$ cat config.mk
export PLATFORM = sky130hd
export DESIGN_NAME = iob_pcx_rx_buf_flat
export DESIGN_NICKNAME = d
export VERILOG_FILES = /design/src/rtl/iob_pcx_rx_buf_if.sv /design/src/rtl/iob_pcx_rx_buf.sv /design/src/flat_wrapper.sv
export SDC_FILE = /design/constraint.sdc
export NUM_CORES = 1
export LEC_CHECK = 0
export BUFFER_PORTS_ARGS = -buffer_cell sky130_fd_sc_hd__buf_2
export CAP_MARGIN = 30
export CORE_MARGIN = 4
export CORE_UTILIZATION = 44
export DETAILED_ROUTE_END_ITERATION = 10
export PLACE_DENSITY_LB_ADDON = 0.12
export SYNTH_ARGS = -nofsm -noshare
export SYNTH_HDL_FRONTEND = slang
export SYNTH_SLANG_ARGS = --single-unit
$ cat constraint.sdc
create_clock -name rclk -period 4.5 [get_ports rclk]
set_clock_uncertainty 0.2 [all_clocks]
set_input_delay 0.225 -clock rclk [delete_from_list [all_inputs] [get_ports rclk]]
set_output_delay 0.225 -clock rclk [all_outputs]
set_load 0.05 [all_outputs]
$ cat src/rtl/iob_pcx_rx_buf_if.sv
// Packet bus between the repeated CCX bus, the IOB receive buffer and the IOB core.
// master drives packets in and accepts them out; slave is the buffer itself.
interface iob_pcx_rx_buf_if #(
    parameter int unsigned WIDTH = 136,
    parameter int unsigned CNTW  = 3
);
    logic             ccx_iob_vld;
    logic [WIDTH-1:0] ccx_iob_data;
    logic             iob_ccx_stall;
    logic             iob_rx_vld;
    logic [WIDTH-1:0] iob_rx_data;
    logic             iob_rx_rdy;
    logic             iob_rx_ovf_err;
    logic [CNTW-1:0]  iob_rx_cnt;

    modport master (
        output ccx_iob_vld, ccx_iob_data, iob_rx_rdy,
        input  iob_ccx_stall, iob_rx_vld, iob_rx_data, iob_rx_ovf_err, iob_rx_cnt
    );

    modport slave (
        input  ccx_iob_vld, ccx_iob_data, iob_rx_rdy,
        output iob_ccx_stall, iob_rx_vld, iob_rx_data, iob_rx_ovf_err, iob_rx_cnt
    );
endinterface

$ cat src/rtl/iob_pcx_rx_buf.sv
// IOB-side receive FIFO for CCX packets: in-order delivery over valid/ready,
// registered back-pressure to CCX, and a sticky flag for dropped (overflow) packets.
module iob_pcx_rx_buf #(
    parameter int unsigned DEPTH = 4,
    parameter int unsigned WIDTH = 136,
    parameter int unsigned CNTW  = 3
) (
    input  logic               rclk,
    input  logic               reset,
    iob_pcx_rx_buf_if.slave    bus
);
    localparam int unsigned   PTRW      = $clog2(DEPTH);
    localparam logic [CNTW-1:0] FULL     = CNTW'(DEPTH);
    localparam logic [CNTW-1:0] STALL_TH = CNTW'(DEPTH - 1);

    logic [WIDTH-1:0] mem [DEPTH];
    logic [PTRW-1:0]  wr_ptr;
    logic [PTRW-1:0]  rd_ptr;
    logic [CNTW-1:0]  count;
    logic [CNTW-1:0]  count_nxt;
    logic             stall_q;
    logic             ovf_q;
    logic             enq;
    logic             deq;
    logic             ovf;

    // A full FIFO still accepts a packet when the head leaves in the same cycle.
    always_comb begin
        deq       = 1'b0;
        enq       = 1'b0;
        ovf       = 1'b0;
        count_nxt = count;
        deq       = (count != '0) && bus.iob_rx_rdy;
        enq       = bus.ccx_iob_vld && ((count < FULL) || deq);
        ovf       = bus.ccx_iob_vld && !enq;
        count_nxt = count + CNTW'(enq) - CNTW'(deq);
    end

    always_ff @(posedge rclk) begin
        if (reset) begin
            wr_ptr  <= '0;
            rd_ptr  <= '0;
            count   <= '0;
            stall_q <= 1'b0;
            ovf_q   <= 1'b0;
        end else begin
            if (enq) wr_ptr <= wr_ptr + PTRW'(1);
            if (deq) rd_ptr <= rd_ptr + PTRW'(1);
            count <= count_nxt;
            // Threshold one below full leaves room for the packet already in flight.
            stall_q <= (count_nxt >= STALL_TH);
            if (ovf) ovf_q <= 1'b1;
        end
    end

    // Payload storage is intentionally not reset.
    always_ff @(posedge rclk) begin
        if (!reset && enq) mem[wr_ptr] <= bus.ccx_iob_data;
    end

    assign bus.iob_ccx_stall  = stall_q;
    assign bus.iob_rx_vld     = (count != '0);
    assign bus.iob_rx_data    = mem[rd_ptr];
    assign bus.iob_rx_ovf_err = ovf_q;
    assign bus.iob_rx_cnt     = count;
endmodule

$ cat src/flat_wrapper.sv
// flat-port wrapper written by rule: the top's interface ports become plain ports
module iob_pcx_rx_buf_flat 
#(
    parameter int unsigned DEPTH = 4,
    parameter int unsigned WIDTH = 136,
    parameter int unsigned CNTW  = 3
)
  (rclk, reset, bus_ccx_iob_vld, bus_ccx_iob_data, bus_iob_rx_rdy, bus_iob_ccx_stall, bus_iob_rx_vld, bus_iob_rx_data, bus_iob_rx_ovf_err, bus_iob_rx_cnt);
  iob_pcx_rx_buf_if #(.WIDTH(WIDTH), .CNTW(CNTW)) bus_i ();
  input  logic rclk;
  input  logic reset;
  input wire logic [$bits(bus_i.ccx_iob_vld)-1:0] bus_ccx_iob_vld;
  input wire logic [$bits(bus_i.ccx_iob_data)-1:0] bus_ccx_iob_data;
  input wire logic [$bits(bus_i.iob_rx_rdy)-1:0] bus_iob_rx_rdy;
  output wire logic [$bits(bus_i.iob_ccx_stall)-1:0] bus_iob_ccx_stall;
  output wire logic [$bits(bus_i.iob_rx_vld)-1:0] bus_iob_rx_vld;
  output wire logic [$bits(bus_i.iob_rx_data)-1:0] bus_iob_rx_data;
  output wire logic [$bits(bus_i.iob_rx_ovf_err)-1:0] bus_iob_rx_ovf_err;
  output wire logic [$bits(bus_i.iob_rx_cnt)-1:0] bus_iob_rx_cnt;
  assign bus_i.ccx_iob_vld = bus_ccx_iob_vld;
  assign bus_i.ccx_iob_data = bus_ccx_iob_data;
  assign bus_i.iob_rx_rdy = bus_iob_rx_rdy;
  assign bus_iob_ccx_stall = bus_i.iob_ccx_stall;
  assign bus_iob_rx_vld = bus_i.iob_rx_vld;
  assign bus_iob_rx_data = bus_i.iob_rx_data;
  assign bus_iob_rx_ovf_err = bus_i.iob_rx_ovf_err;
  assign bus_iob_rx_cnt = bus_i.iob_rx_cnt;
  iob_pcx_rx_buf #(.DEPTH(DEPTH), .WIDTH(WIDTH), .CNTW(CNTW)) u_core (.rclk(rclk), .reset(reset), .bus(bus_i));
endmodule
# Yosys cells after proc, flatten, opt, wreduce, memory -nomap -nowiden

Memory sizes are Yosys's and may differ from the RTL's. A register that Yosys moved wholly into a read port is not among the register bits.
Index checks and enable logic that the tools add are counted.

Register bits: 9
RAM bits: 544
Bits of input ports: 140
Output and inout port bits: 142
Word-level logic and storage cells: 24
Memories kept: 1

Add/sub/neg operators: 4
Magnitude comparators: 2
Mux-type cells: 4
Reductions and logical operators: 8

Memory list:

| name       | words | width | rd ports | clocked after Yosys merged registers in | wr ports | RTL line             | text |
|---|---|---|---|---|---|---|---|
| u_core.mem | 4     | 136   | 1        | 1                                       | 1        | iob_pcx_rx_buf.sv:16 | `logic [WIDTH-1:0] mem [DEPTH];` |

Operator list:

| kind                                                | number |
|---|---|
| adder 2 x 1 -> 2 bit, second input constant         | 2 |
| logical AND 1 bit                                   | 4 |
| 2-to-1 mux 2 bit                                    | 2 |
| adder 3 x 1 -> 3 bit                                | 1 |
| >= comparator 3 x 2 -> 1 bit, second input constant | 1 |
| < comparator 3 bit, second input constant           | 1 |
| nonzero test 3 bit                                  | 1 |
| subtractor 3 x 1 -> 3 bit                           | 1 |
| zero test 1 bit                                     | 2 |
| 2-to-1 mux 1 bit                                    | 2 |
| logical OR 1 bit                                    | 1 |

# Depth between registers and ports, before layout

Depth after elaboration: 7
Depth in mapped cells: 8
Mapped depth without buffers: 8

# Worst setup path after synthesis

OpenSTA, ideal clock, no wires.

Path kind: register -> register
From: register u_core.count[2], in the netlist u_core.bus.iob_rx_cnt[2]
To: memory u_core.mem[2][0], enable pin
Library setup time: 0.511 ns
Arrival time: 4.149 ns
Data required time: 3.789 ns
Setup slack: -0.361 ns
Stages on the path, launching flop included: 4
Buffers on the path: 0
Path through: dfxtp_1 > nor2b_1 > nor3_1 > and2_1

Word-level cells in the longest chain between the ends: 7

RTL lines:

| what                                                       | RTL line             | text |
|---|---|---|
| from (decl)                                                | iob_pcx_rx_buf.sv:19 | `logic [CNTW-1:0] count;` |
| from (signal assigned)                                     | iob_pcx_rx_buf.sv:49 | `count <= count_nxt;` |
| branches (longest 2 deep; another with < comparator 3 bit) | n/a                  |  |
| logical OR 1 bit *                                         | iob_pcx_rx_buf.sv:34 | `enq = bus.ccx_iob_vld && ((count < FULL) \|\| deq);` |
| logical AND 1 bit *                                        | iob_pcx_rx_buf.sv:34 |  |
| logical AND 1 bit *                                        | iob_pcx_rx_buf.sv:58 | `if (!reset && enq) mem[wr_ptr] <= bus.ccx_iob_data;` |
| 2-to-1 mux 1 bit *                                         | iob_pcx_rx_buf.sv:58 |  |
| 2-to-1 mux 1 bit (implied by the code) *                   | iob_pcx_rx_buf.sv:58 |  |
| to (decl)                                                  | iob_pcx_rx_buf.sv:16 |  |

Every way passes the cells marked *.

==> results.yml <==
timing:
  layout_min_cycle_time_ns: 3.12
  tightestPinTransition_ns: 0.801
  rsz0062_at_grt: "no"
  post-route-period-util_pct: 69.4
  tns_ns: 0
  max_freq_mhz: 320
  maxSlewHeadroom_pct: 46.6
  setup_viol: 0
  finalHoldViolations: 0
  drv_slew: 0
worst_setup_path:
  crit_fanout: 36
  rr_endpoint: "u_core.mem[0][65]"
  arrival_ns: 2.70
  reg2reg_slack_ns: 1.98
  crit_required_ns: 4.07
  max_stage_delay_ns: 0.88
  critPathLaunchType: "flip-flop"
  r2r-start: "u_core.bus.iob_rx_cnt[2]"
  crit_type: "flip-flop to output pin"
  path_cells: "buf_4 -> mux4_2 -> buf_2"
  critPathSlowestCell: "dfxtp_4"
  worstSetupEndpointType: "output pin"
  rr_worst_depth: 4
synthesis:
  synth_fp_nets: 911
  synth_top_cell_by_area: "edfxtp_1"
  netlist_area_um2: 20100
  synth_edf_count: 544
  synthTopCellsByArea: "edfxtp_1 81%, mux4_2 15%, dfxtp_1 1.1%"
  synth-main-ff-cell: "edfxtp_1"
  ys_seq_area_share_pct: 82.3
  yosysTopAreaCellShare_pct: 81.2
  syn_inst: 764
  async_flop_share_pct: 0
  synth_cell_types: 24
  yosysWarnings: 0
  ys_ff_latch: 555
  avgSynthCellArea_um2: 26.3
die:
  chipWidth_um: 222
  pin_count: 282
  rows: 78
  initial_utilization_pct: 44.4
  die_area_um2: 49200
  die_h_um: 222
  core_um2: 45300
layout:
  multi_input_area_um2: 3350
  final_util_pct: 56.4
  final_cell_mix: "544 x edfxtp_1, 281 x buf_2, 142 x dlygate4sd3_1, 136 x mux4_2, 57 x clkbuf_16"
  ff_latch_area_um2: 16600
  fillerInstances: 3462
  syn_to_final_growth_pct: 26.9
  nets: 1379
  drive_gt1_share_pct: 40.3
  final_area_um2: 25500
  final_common_cell: "edfxtp_1"
  layoutNonFillerInstCount: 1876
clock_tree:
  clock-sinks: 555
  ctsHoldBuffers: 142
  clkTransAtPathRegs_ns: 0.06
  cts_resized: 0
  cts_buffer_depth: 3
  cts_buffers: 55
  cts-htree-levels: 2
  clk_latency_ns: 0.59
  cts_setup_buffers: 0
  cts_tree: "done"
  cts_root_buf: "clkbuf_16"
placement:
  place_area_um2: 22400
  dpl.cell_count: 1633
  gp_congestion: 0.700
  portBuffers: 281
  hpwlAfterDp_um: 23000
power:
  power_density_nw_per_um2: 555
  intPower_mw: 9.68
  irDropWorstVdd_uv: 395
  p_seq_share_pct: 42.8
  leakagePower_nw: 8.59
  switching_share_pct: 31.7
  power_frac_clock_pct: 30.5
  combPwrFrac_pct: 26.7
  power_mw: 14.2
  power_switching_mw: 4.49
routing:
  viasPerCell: 5.07
  wl_per_cell_um: 21.3
  drt-total-wl_um: 39900
  drtPass1Iterations: 4
  drc: 0
  vias: 9516
  first_iter_violations: 582
  ant_nets: 0
global_routing:
  antenna_found_initial: 1
  grt_util_all_layers_pct: 16.2
  overflow: 0
  grt_max_degree: 74
  grt_pass1_vias: 10400
  grt_pass1_wl_um: 61600
min_path:
  min_from: "bus_ccx_iob_data[109]"
  hold_end: "u_core.mem[3][109]"
  whs_path_depth: 2
  min_path_type: "primary input to flip-flop"
run:
  maxCapViolCount: 0
status:
  status: "complete, no violations"
## worst max-delay path, delay by kind of cell (launching register included)
kind                   cells  cell delay, ns
multiplexers               1            0.55
flip-flops                 1            0.88
buffers and inverters      2            0.66
## flip-flops by register name, summed over array words and instances (netlist names), named ones only
signal                     flops
u_core.bus.iob_ccx_stall       1
u_core.bus.iob_rx_ovf_err      1
u_core.wr_ptr                  2
u_core.bus.iob_rx_cnt          3
u_core.rd_ptr                  2
u_core.mem                   544
## area by class of cell
class	instances	share of cell area, %
multi-input combinational	171	13.1
clock inverter	32	0.936
antenna	1	0.00980
tap	600	2.94
timing repair buffer	442	12.3
clock buffer	68	5.75
inverter	7	0.103
sequential	555	64.9
## kinds of logic (layout without fill, tap and decap cells)
kind of cell | Yosys count | after routing | share of synthesized area, %
DFF | 555 | 555 | 82.3
and+or+nand+nor | 17 | 17 | 0.454
adders and majority gates | 7 | 7 | 0.473
buffers and inverters | 38 | 549 | 1.08
other | 0 | 1 | 0
AOI/OAI and AO/OA | 8 | 8 | 0.249
xor gates and xnor gates | 3 | 3 | 0.205
muxes | 136 | 136 | 15.2
## Yosys cell counts, drive strengths merged, types with 3 or more instances
| library cell | n |
|---|---|
| buf | 24 |
| and2 | 4 |
| dfxtp | 11 |
| mux4 | 136 |
| ha | 6 |
| nor2 | 6 |
| a21oi | 3 |
| nor2b | 3 |
| clkbuf | 7 |
| edfxtp | 544 |
| inv | 7 |
## per-stage QoR
step / hold WS [ns] / worst slack (ns)
after floorplan: 0.124 / 1.15
after global placement: 0.240 / 1.92
after detailed placement: 0.241 / 1.90
after CTS: 0.127 / 1.24
after global routing: 0.169 / 1.15
final: 0.183 / 1.38
## how the worst max path moves through the flow
stage / start / to / slack [ns]
6_report: flip-flop / bus_iob_rx_data[90] / 1.38
5_1_grt: flip-flop / bus_iob_rx_data[15] / 1.15
4_1_cts: flip-flop / bus_iob_rx_data[92] / 1.24
3_5_place_dp: flip-flop / bus_iob_rx_data[92] / 1.90
3_3_place_gp: u_core.bus.iob_rx_cnt[2] / u_core.mem[1][104] / 1.92
2_1_floorplan: u_core.bus.iob_rx_cnt[2] / u_core.mem[0][0] / 1.15
## power groups by stage
stage                     Combinational (mW)  Clock (mW)  Sequential, mW
after CTS                               3.85        4.46            6.08
after global placement                  3.73           0            6.18
after global routing                    3.99        4.69            6.10
after floorplan                         2.92           0            6.11
after detailed placement                3.74           0            6.19
final                                   3.78        4.33            6.07
## per-layer routing
layer / global-route usage [%] / vias to the layer above / routed length (µm)
met5: 0 / - / 0
met4: 4.74 / 0 / 727
met3: 4.26 / 50 / 2710
met2: 26.0 / 260 / 19300
met1: 22.3 / 4957 / 17100
li1: - / 4249 / -
(Power assumes the default switching activity.)
